$ cat src/rtl/ccip_avmm_pkg.sv
// Shared CCI-P MMIO <-> Avalon-MM types: decoded command, read tag, read response and initiator FSM states.
package ccip_avmm_pkg;

    localparam int unsigned CCIP_AVMM_MMIO_ADDR_WIDTH = 18;
    localparam int unsigned CCIP_AVMM_MMIO_DATA_WIDTH = 64;
    localparam int unsigned CCIP_AVMM_MMIO_TID_WIDTH  = 9;

    typedef struct packed {
        logic                                 is_read;
        logic                                 is_32bit;
        logic [CCIP_AVMM_MMIO_ADDR_WIDTH-1:0] addr;
        logic [CCIP_AVMM_MMIO_DATA_WIDTH-1:0] write_data;
    } t_ccip_avmm_mmio_cmd;

    typedef struct packed {
        logic [CCIP_AVMM_MMIO_TID_WIDTH-1:0] tid;
        logic                                is_32bit;
        logic                                addr2;
    } t_ccip_avmm_mmio_rd_tag;

    typedef struct packed {
        logic [CCIP_AVMM_MMIO_TID_WIDTH-1:0]  tid;
        logic [CCIP_AVMM_MMIO_DATA_WIDTH-1:0] data;
    } t_ccip_avmm_mmio_rsp;

    typedef enum logic [1:0] {
        MMIO_IDLE        = 2'd0,
        MMIO_ISSUE       = 2'd1,
        MMIO_WAIT_CREDIT = 2'd2
    } t_ccip_avmm_mmio_state;

    // 32-bit accesses select one lane by addr[2]; 64-bit accesses use all lanes.
    function automatic logic [7:0] mmio_byteenable(input logic is_32bit, input logic addr2);
        logic [7:0] be;
        be = 8'hFF;
        if (is_32bit) begin
            be = addr2 ? 8'hF0 : 8'h0F;
        end
        return be;
    endfunction

endpackage

$ cat src/rtl/ccip_avmm_tag_fifo.sv
// Synchronous first-word-fall-through FIFO holding read tags in issue order.
module ccip_avmm_tag_fifo #(
    parameter int unsigned WIDTH = 11,
    parameter int unsigned DEPTH = 4
) (
    input  logic                     clk,
    input  logic                     rst_n,
    input  logic                     i_push,
    input  logic [WIDTH-1:0]         i_push_data,
    input  logic                     i_pop,
    output logic [WIDTH-1:0]         o_pop_data_c,
    output logic                     o_full_c,
    output logic                     o_empty_c,
    output logic [$clog2(DEPTH):0]   o_count
);

    localparam int unsigned AW = $clog2(DEPTH);
    localparam int unsigned CW = AW + 1;

    logic [WIDTH-1:0] r_mem [DEPTH];
    logic [AW-1:0]    r_wr_ptr;
    logic [AW-1:0]    r_rd_ptr;
    logic [CW-1:0]    r_count;
    logic             w_do_push;
    logic             w_do_pop;

    assign o_full_c     = (r_count == CW'(DEPTH));
    assign o_empty_c    = (r_count == '0);
    assign o_pop_data_c = r_mem[r_rd_ptr];
    assign o_count      = r_count;
    assign w_do_push    = i_push && !o_full_c;
    assign w_do_pop     = i_pop && !o_empty_c;

    always_ff @(posedge clk) begin
        if (w_do_push) begin
            r_mem[r_wr_ptr] <= i_push_data;
        end
    end

    always_ff @(posedge clk or negedge rst_n) begin
        if (!rst_n) begin
            r_wr_ptr <= '0;
            r_rd_ptr <= '0;
            r_count  <= '0;
        end else begin
            if (w_do_push) r_wr_ptr <= r_wr_ptr + AW'(1);
            if (w_do_pop)  r_rd_ptr <= r_rd_ptr + AW'(1);
            r_count <= r_count + CW'(w_do_push) - CW'(w_do_pop);
        end
    end

endmodule

$ cat src/rtl/ccip_avmm_mmio_initiator.sv
// Issues decoded CCI-P MMIO commands as Avalon-MM reads/writes and returns tagged read responses in order.
module ccip_avmm_mmio_initiator
    import ccip_avmm_pkg::*;
#(
    parameter int unsigned MAX_RD_OUTSTANDING = 4,
    parameter int unsigned TID_WIDTH          = CCIP_AVMM_MMIO_TID_WIDTH
) (
    input  logic                  clk,
    input  logic                  reset_n,
    input  logic                  cmd_valid,
    input  t_ccip_avmm_mmio_cmd   cmd,
    input  logic [TID_WIDTH-1:0]  cmd_tid,
    output logic                  cmd_ready,
    output logic [17:0]           avmm_address,
    output logic                  avmm_read,
    output logic                  avmm_write,
    output logic [63:0]           avmm_writedata,
    output logic [7:0]            avmm_byteenable,
    input  logic                  avmm_waitrequest,
    input  logic [63:0]           avmm_readdata,
    input  logic                  avmm_readdatavalid,
    output logic                  rsp_valid,
    output logic [TID_WIDTH-1:0]  rsp_tid,
    output logic [63:0]           rsp_data,
    output logic                  err_unexpected_rsp
);

    localparam int unsigned CNT_W = $clog2(MAX_RD_OUTSTANDING) + 1;
    localparam int unsigned TAG_W = $bits(t_ccip_avmm_mmio_rd_tag);

    t_ccip_avmm_mmio_state  r_state;
    t_ccip_avmm_mmio_state  w_state_nxt;
    logic                   w_accept;
    logic                   w_complete;
    logic                   w_is_read_nxt;
    logic                   r_is_read;
    logic                   r_is_32bit;
    logic                   r_addr2;
    logic [TID_WIDTH-1:0]   r_tid;
    logic                   r_cmd_ready;
    logic                   r_avmm_read;
    logic                   r_avmm_write;
    logic [17:0]            r_avmm_address;
    logic [63:0]            r_avmm_writedata;
    logic [7:0]             r_avmm_byteenable;
    logic                   r_rsp_valid;
    t_ccip_avmm_mmio_rsp    r_rsp;
    logic                   r_err_unexpected;
    t_ccip_avmm_mmio_rd_tag w_push_tag;
    t_ccip_avmm_mmio_rd_tag w_head_tag;
    logic                   w_push;
    logic                   w_pop;
    logic                   w_fifo_full;
    logic                   w_fifo_empty;
    logic [CNT_W-1:0]       w_outstanding;
    logic                   w_credit_full;
    logic [63:0]            w_rsp_data;
    logic                   w_unused;

    assign w_unused = ^cmd.addr[1:0];

    assign w_credit_full = (w_outstanding == CNT_W'(MAX_RD_OUTSTANDING));
    assign w_push        = w_complete && r_is_read && !w_fifo_full;
    assign w_pop         = avmm_readdatavalid && !w_fifo_empty;
    assign w_is_read_nxt = w_accept ? cmd.is_read : r_is_read;

    assign w_push_tag.tid      = CCIP_AVMM_MMIO_TID_WIDTH'(r_tid);
    assign w_push_tag.is_32bit = r_is_32bit;
    assign w_push_tag.addr2    = r_addr2;

    assign w_rsp_data = !w_head_tag.is_32bit ? avmm_readdata
                      : {32'h0, (w_head_tag.addr2 ? avmm_readdata[63:32] : avmm_readdata[31:0])};

    ccip_avmm_tag_fifo #(
        .WIDTH (TAG_W),
        .DEPTH (MAX_RD_OUTSTANDING)
    ) u_tag_fifo (
        .clk          (clk),
        .rst_n        (reset_n),
        .i_push       (w_push),
        .i_push_data  (w_push_tag),
        .i_pop        (w_pop),
        .o_pop_data_c (w_head_tag),
        .o_full_c     (w_fifo_full),
        .o_empty_c    (w_fifo_empty),
        .o_count      (w_outstanding)
    );

    // Next-state decode; reads stall in WAIT_CREDIT while all tag slots are in flight.
    always_comb begin
        w_state_nxt = r_state;
        w_accept    = 1'b0;
        w_complete  = 1'b0;
        case (r_state)
            MMIO_IDLE: begin
                if (cmd_valid) begin
                    w_accept    = 1'b1;
                    w_state_nxt = (cmd.is_read && w_credit_full) ? MMIO_WAIT_CREDIT : MMIO_ISSUE;
                end
            end
            MMIO_ISSUE: begin
                if (!avmm_waitrequest) begin
                    w_complete  = 1'b1;
                    w_state_nxt = MMIO_IDLE;
                end
            end
            MMIO_WAIT_CREDIT: begin
                if (!w_credit_full) begin
                    w_state_nxt = MMIO_ISSUE;
                end
            end
            default: w_state_nxt = MMIO_IDLE;
        endcase
    end

    always_ff @(posedge clk or negedge reset_n) begin
        if (!reset_n) begin
            r_state <= MMIO_IDLE;
        end else begin
            r_state <= w_state_nxt;
        end
    end

    // Command capture and Avalon request outputs, held stable until the next accept.
    always_ff @(posedge clk or negedge reset_n) begin
        if (!reset_n) begin
            r_cmd_ready       <= 1'b1;
            r_avmm_read       <= 1'b0;
            r_avmm_write      <= 1'b0;
            r_is_read         <= 1'b0;
            r_is_32bit        <= 1'b0;
            r_addr2           <= 1'b0;
            r_tid             <= '0;
            r_avmm_address    <= '0;
            r_avmm_writedata  <= '0;
            r_avmm_byteenable <= '0;
        end else begin
            r_cmd_ready  <= (w_state_nxt == MMIO_IDLE);
            r_avmm_read  <= (w_state_nxt == MMIO_ISSUE) && w_is_read_nxt;
            r_avmm_write <= (w_state_nxt == MMIO_ISSUE) && !w_is_read_nxt;
            if (w_accept) begin
                r_is_read         <= cmd.is_read;
                r_is_32bit        <= cmd.is_32bit;
                r_addr2           <= cmd.addr[2];
                r_tid             <= cmd_tid;
                r_avmm_address    <= {cmd.addr[17:3], 3'b000};
                r_avmm_byteenable <= mmio_byteenable(cmd.is_32bit, cmd.addr[2]);
                r_avmm_writedata  <= cmd.is_32bit ? {cmd.write_data[31:0], cmd.write_data[31:0]}
                                                  : cmd.write_data;
            end
        end
    end

    // Read responses one cycle after readdatavalid; a return with no tag is flagged instead.
    always_ff @(posedge clk or negedge reset_n) begin
        if (!reset_n) begin
            r_rsp_valid      <= 1'b0;
            r_rsp            <= '0;
            r_err_unexpected <= 1'b0;
        end else begin
            r_rsp_valid <= w_pop;
            if (w_pop) begin
                r_rsp.tid  <= w_head_tag.tid;
                r_rsp.data <= w_rsp_data;
            end
            if (avmm_readdatavalid && w_fifo_empty) begin
                r_err_unexpected <= 1'b1;
            end
        end
    end

    assign cmd_ready          = r_cmd_ready;
    assign avmm_address       = r_avmm_address;
    assign avmm_read          = r_avmm_read;
    assign avmm_write         = r_avmm_write;
    assign avmm_writedata     = r_avmm_writedata;
    assign avmm_byteenable    = r_avmm_byteenable;
    assign rsp_valid          = r_rsp_valid;
    assign rsp_tid            = TID_WIDTH'(r_rsp.tid);
    assign rsp_data           = r_rsp.data;
    assign err_unexpected_rsp = r_err_unexpected;

endmodule

$ cat config.mk
export PLATFORM = sky130hd
export DESIGN_NAME = ccip_avmm_mmio_initiator
export DESIGN_NICKNAME = d
export VERILOG_FILES = /design/src/rtl/ccip_avmm_pkg.sv /design/src/rtl/ccip_avmm_tag_fifo.sv /design/src/rtl/ccip_avmm_mmio_initiator.sv
export SDC_FILE = /design/constraint.sdc
export NUM_CORES = 1
export LEC_CHECK = 0
export ABC_AREA = 1
export CORE_ASPECT_RATIO = 1.1
export CORE_MARGIN = 1.5
export CORE_UTILIZATION = 35
export CTS_CLUSTER_DIAMETER = 120
export DETAILED_ROUTE_END_ITERATION = 8
export GPL_TIMING_DRIVEN = 1
export SLEW_MARGIN = 20
export SYNTH_ARGS = -nofsm -noshare
export SYNTH_HDL_FRONTEND = slang
export SYNTH_SLANG_ARGS = --single-unit
$ cat constraint.sdc
create_clock -name clk -period 3.02 [get_ports clk]
set_input_delay 0.906 -clock clk [delete_from_list [all_inputs] [get_ports clk]]
set_output_delay 0.906 -clock clk [all_outputs]
set_load 0.02 [all_outputs]
==> results of run 1 <==
## cell families after synthesis
family	synth area share, %
other	0.0390
AOI/OAI and AO/OA	6.58
adders and majority gates	0.988
buffers and inverters	7.57
and+or+nand+nor	23.9
xor gates and xnor gates	0.364
DFF	60.6
## cell type report
type / count / area share, %
Clock inverter: 11 / 0.601
Tap cell: 357 / 3.20
Timing Repair Buffer: 345 / 24.8
Inverter: 95 / 2.56
Sequential cell: 224 / 41.7
Clock buffer: 32 / 4.96
Multi-Input combinational cell: 661 / 22.1
## sequential cells by signal, indices dropped and copies added (netlist names)
register and cells:
avmm_writedata 64, avmm_address 15, avmm_write 1, u_tag_fifo.r_mem 44, cmd_ready 1, r_state 2
avmm_byteenable 2, u_tag_fifo.r_rd_ptr 2, avmm_read 1, rsp_data 64, r_tid 9, r_is_32bit 1
rsp_tid 9, r_addr2 1, err_unexpected_rsp 1, r_is_read 1, u_tag_fifo.r_wr_ptr 2, u_tag_fifo.o_count 3
rsp_valid 1
## per-stage QoR
stage	power [W]	hold WS (ns)
after floorplan	0.00896	0.476
after global placement	0.0121	0.456
after detailed placement	0.0122	0.458
after CTS	0.0152	0.389
after global routing	0.0159	0.391
final	0.0150	0.363
## synthesized netlist by cell type, drive strengths merged
| cell | number | share of area [%] |
|---|---|---|
| nand2 | 383 | 15 |
| dfrtp | 179 | 47 |
| inv | 94 | 3.7 |
| nor2 | 91 | 3.6 |
| nand3 | 74 | 5.4 |
| buf | 46 | 3.0 |
| edfxtp | 44 | 14 |
| a31oi | 41 | 2.7 |
| o31ai | 32 | 2.5 |
| clkbuf | 23 | 0.90 |
| o21ai | 21 | 1.1 |
| ha | 6 | 0.78 |
| a21oi | 3 | 0.16 |
| xnor2 | 2 | 0.18 |
| xor2 | 2 | 0.18 |
| a31o | 1 | 0.091 |
| clkinv | 1 | 0.039 |
| conb | 1 | 0.039 |
| dfstp | 1 | 0.27 |
| fa | 1 | 0.21 |
| o211ai | 1 | 0.078 |
## per-layer routing
| layer | track usage [%] | part of all wire (%) | up-vias |
|---|---|---|---|
| met5 | 0 | 0.079 | - |
| met3 | 5.67 | 9.0 | 29 |
| li1 | - | - | 3927 |
| met1 | 23.1 | 42 | 3637 |
| met2 | 31.7 | 47 | 278 |
| met4 | 3.63 | 1.2 | 4 |
## how the worst max path moves through the flow
stage / start / end / slack [ns] / depth (start not counted)
final: avmm_byteenable[3] / avmm_byteenable[2] / 0.46 / 1
after global routing: avmm_byteenable[3] / avmm_byteenable[3] / 0.38 / 1
after CTS: avmm_byteenable[3] / avmm_byteenable[2] / 0.40 / 1
after detailed placement: avmm_readdatavalid / u_tag_fifo.o_count[2] / 0.35 / 9
after global placement: avmm_waitrequest / u_tag_fifo.o_count[1] / 0.37 / 8
after floorplan: avmm_readdatavalid / u_tag_fifo.o_count[2] / 0.62 / 9
## layout by cell type, fill, tap and decap left out, types with 25 or more instances in the layout
cell type,n
dfrtp_1,179
clkdlybuf4s50_1,323
nand2_1,379
nor2_1,91
o31ai_1,32
inv_1,90
nand3_1,45
edfxtp_1,44
a31oi_1,41
clkbuf_16,25
nand3_2,29
## power by group
group | switching, W | total [W] | leakage, nW | internal, W
combinational | 0.00396 | 0.00693 | 3.43 | 0.00297
clock | 0.00120 | 0.00289 | 0.386 | 0.00169
sequential | 0.000732 | 0.00513 | 2.57 | 0.00439
==> impl_metrics.toml, run 1 <==
[outcome]
status = "complete, no violations"

[clock_tree]
cts_inserted_buffers = 25
clock-sinks = 224
cts_resized = 0
clk_pin_slew_ns = 0.06
tritoncts = "yes"
cts-root-buf = "clkbuf_16"
h-tree-depth = 1
cts_setup_buffers = 0
holdBufCountCts = 0
insertion_delay_ns = 0.52
clk_path_buf_depth = 3

[drt]
routed_wl_mm = 26.6
via_per_inst = 4.57
wire_per_inst_um = 15.4
drc = 0
drt_iter0_drc = 357
vias = 7875
ant_nets = 0
firstDrtPassIters = 6

[logic_synthesis]
synth-seq-cells = 224
ys_seq_area_share_pct = 60.6
syn_area_um2 = 9620
syn_inst = 1047
ys_types = 27
yosysWarnings = 0
synth.avg_cell_area_um2 = 9.19

[setup_path]
critPathTopFamily = "buffers and inverters"
critPathBufInv = 1
cp_data_arrival_time_ns = 1.66
worstPathRequired_ns = 2.11
end_kind = "output pin"
crit_path_cell_trace = "clkdlybuf4s50_1"
reg2reg_slack_ns = 0.91
critical_path_class = "reg -> out"
slowest_delay_ns = 0.66
critPathMaxFanout = 5
reg2reg_to = "u_tag_fifo.o_count[2]"
start_kind = "register"
r2r_start = "u_tag_fifo.o_count[1]"
crit_slowest_cell = "clkdlybuf4s50_1"
reg2reg_depth = 10

[place]
placedCellCount = 1682
place_ws_ns = 0.348
place_hpwl_mm = 17.7
io_buffers = 324
gp_congestion = 0.821
place_area_um2 = 13200

[sta]
clock_skew_ns = 0.0116
final.setup.tns_ns = 0
worst_pin_slew_ns = 0.724
fmax_mhz = 390
setup_violations = 0
drv_slew = 0
period_share_pct = 84.9
rsz0062_at_grt = "no"
final.setup.worst_slack_ns = 0.455
hold_viol_final = 0
finalCriticalPeriod_ns = 2.56
slew_headroom_pct = 51.7

[grt]
grt_antenna_before_repair = 2
grt_max_degree = 98
grt_first_pass_wirelength_mm = 42.2
grt_pass1_vias = 7828
grtUsageTotal_pct = 18.5
overflow = 0

[pwr]
p_leak_nw = 6.38
p_per_area_nw_per_um2 = 1070
max-vdd-ir-drop_v = 0.000511

[layout]
layout-drive-gt1-share_pct = 7.24
finalNetCount = 1521
layout.cells.non_filler = 1725
final_cell_area_um2 = 14000
multi_input_area_um2 = 3080
fillers = 2588
fin_util_pct = 51.8
syn2layout_area_growth_pct = 45.1
seq_area_um2 = 5830
num_antenna_cells = 0

[floorplan]
ios = 330
die_w_um = 161
dieArea_um2 = 28500
initial_core_util_pct = 35.7
die_y_um = 177
core_um2 = 27000
rows = 63

[hold_path]
min_path_type = "in -> async"

[run]
drv_cap = 0
Note: power is estimated with default switching activity, not from simulation.
==> inputs of run 2 (changes only) <==
--- a/config.mk
+++ b/config.mk
@@ -12,6 +12,7 @@
 export CTS_CLUSTER_DIAMETER = 120
 export DETAILED_ROUTE_END_ITERATION = 8
 export GPL_TIMING_DRIVEN = 1
+export PLACE_DENSITY = 0.67
 export SLEW_MARGIN = 20
 export SYNTH_ARGS = -nofsm -noshare
 export SYNTH_HDL_FRONTEND = slang
==> constraint.sdc (replaced) <==
create_clock -name clk -period 2.2 [get_ports clk]
set_input_delay 0.66 -clock clk [delete_from_list [all_inputs] [get_ports clk]]
set_output_delay 0.66 -clock clk [all_outputs]
set_load 0.02 [all_outputs]
==> impl_metrics.toml, run 2 (same netlist as run 1, synthesis figures left out) <==
[outcome]
status = "complete, no violations"

[sta]
setup_violations = 0
fmax_mhz = 461
slew_headroom_pct = 59.7
period_share_pct = 98.5
hold_viol_final = 0
drv_slew = 0
holdWs_ns = 0.121
clock_skew_ns = 0.0168
worst_pin_slew_ns = 0.605
finalCriticalPeriod_ns = 2.17

[setup_path]
crit_path_cell_trace = "clkdlybuf4s50_1"
cp_data_arrival_time_ns = 1.51
critPathTopFamily = "buffers and inverters"
critPathMaxFanout = 2
end_kind = "output pin"
start_kind = "register"
worstPathRequired_ns = 1.54
critPathBufInv = 1
r2r_start = "u_tag_fifo.o_count[1]"
crit_slowest_cell = "clkdlybuf4s50_1"
slowest_delay_ns = 0.64
critical_path_class = "reg -> out"
cp-startpoint = "rsp_data[42]"

[drt]
routed-wl-met3_mm = 2.54
routed_wl_mm = 26.5
wire_per_inst_um = 15.2
drt_iter0_drc = 404
wl_met2_mm = 12.7
vias = 8095
ant_nets = 0
via_per_inst = 4.64
met1_length_mm = 10.8
drc = 0
highest_layer = "met4"
firstDrtPassIters = 6

[layout]
layout.cells.non_filler = 1744
syn2layout_area_growth_pct = 48.4
final_common_cell = "nand2_1"
final_cell_mix = "379 x nand2_1, 261 x clkdlybuf4s50_1, 179 x dfrtp_1"
finalNetCount = 1537
num_antenna_cells = 0
final_cell_area_um2 = 14300
layout-drive-gt1-share_pct = 8.44

[grt]
grt_first_pass_wirelength_mm = 42.3
grt_antenna_before_repair = 0
overflow = 0
grtUsageTotal_pct = 18.5
grt_pass1_vias = 7976
grt_max_degree = 63

[place]
place_hpwl_mm = 18.4
io_buffers = 324
placedCellCount = 1698
place_area_um2 = 13400
gp_congestion = 0.796

[pwr]
max-vdd-ir-drop_v = 0.000716
p_leak_nw = 6.96
p_per_area_nw_per_um2 = 1440

[floorplan]
ios = 330
dieArea_um2 = 28500
rows = 63
initial_core_util_pct = 35.7
die_w_um = 161
die_y_um = 177
core_um2 = 27000

[clock_tree]
cts_setup_buffers = 0
cts-root-buf = "clkbuf_16"
clk_path_buf_depth = 3
clock-sinks = 224
tritoncts = "yes"
h-tree-depth = 1
clk_pin_slew_ns = 0.06
insertion_delay_ns = 0.52
cts_inserted_buffers = 25
holdBufCountCts = 0

[hold_path]
min_path_type = "in -> async"

[run]
drv_cap = 0
==> run 2: area by class of cell <==
cell class,instances,area [um^2]
inverter,95,358
timing repair buffer,361,3750
clock buffer,39,748
clock inverter,7,67.6
tap,357,447
fill,2539,12700
multi-input combinational,661,3090
sequential,224,5830
==> run 2: where the power goes <==
group	total (W)	internal, W	switching, W
Sequential	0.00704	0.00603	0.00101
Clock	0.00410	0.00245	0.00165
Combinational	0.00947	0.00404	0.00543
==> run 2: through the flow <==
stage | setup TNS (ns) | setup WS [ns] | utilization [%] | power [W]
floorplan | 0 | 0.0412 | - | 0.0123
global placement | -0.944 | -0.181 | 49.6 | 0.0167
detailed placement | -1.28 | -0.193 | 49.6 | 0.0169
CTS | 0 | 0.000371 | 52.6 | 0.0210
global route | -0.00572 | -0.00572 | 53.0 | 0.0220
finish | 0 | 0.0323 | 53.0 | 0.0206
==> run 2: final timing paths <==
check	endpoint	slack (ns)	depth (start not counted)
hold reg to reg	avmm_writedata[21]	0.47	2
setup reg to reg	u_tag_fifo.o_count[1]	0.28	10
hold / removal	rsp_data[61]	0.12	1
min in group clk	avmm_writedata[21]	0.47	2
max in group asynchronous	rsp_data[53]	1.46	2
setup / recovery	rsp_data[42]	0.03	1
==> run 2: routing by layer <==
layer	global-route usage [%]	vias up
li1	-	3970
met1	22.7	3785
met2	31.8	310
met3	6.02	30
met4	4.13	0
met5	0	-
==> run 2: timing repair <==
action | 4_1_cts | 5_1_grt
cloned | 0 | 0
resized for setup | 19 | 43
endpoints found under the setup margin | 19 | 43
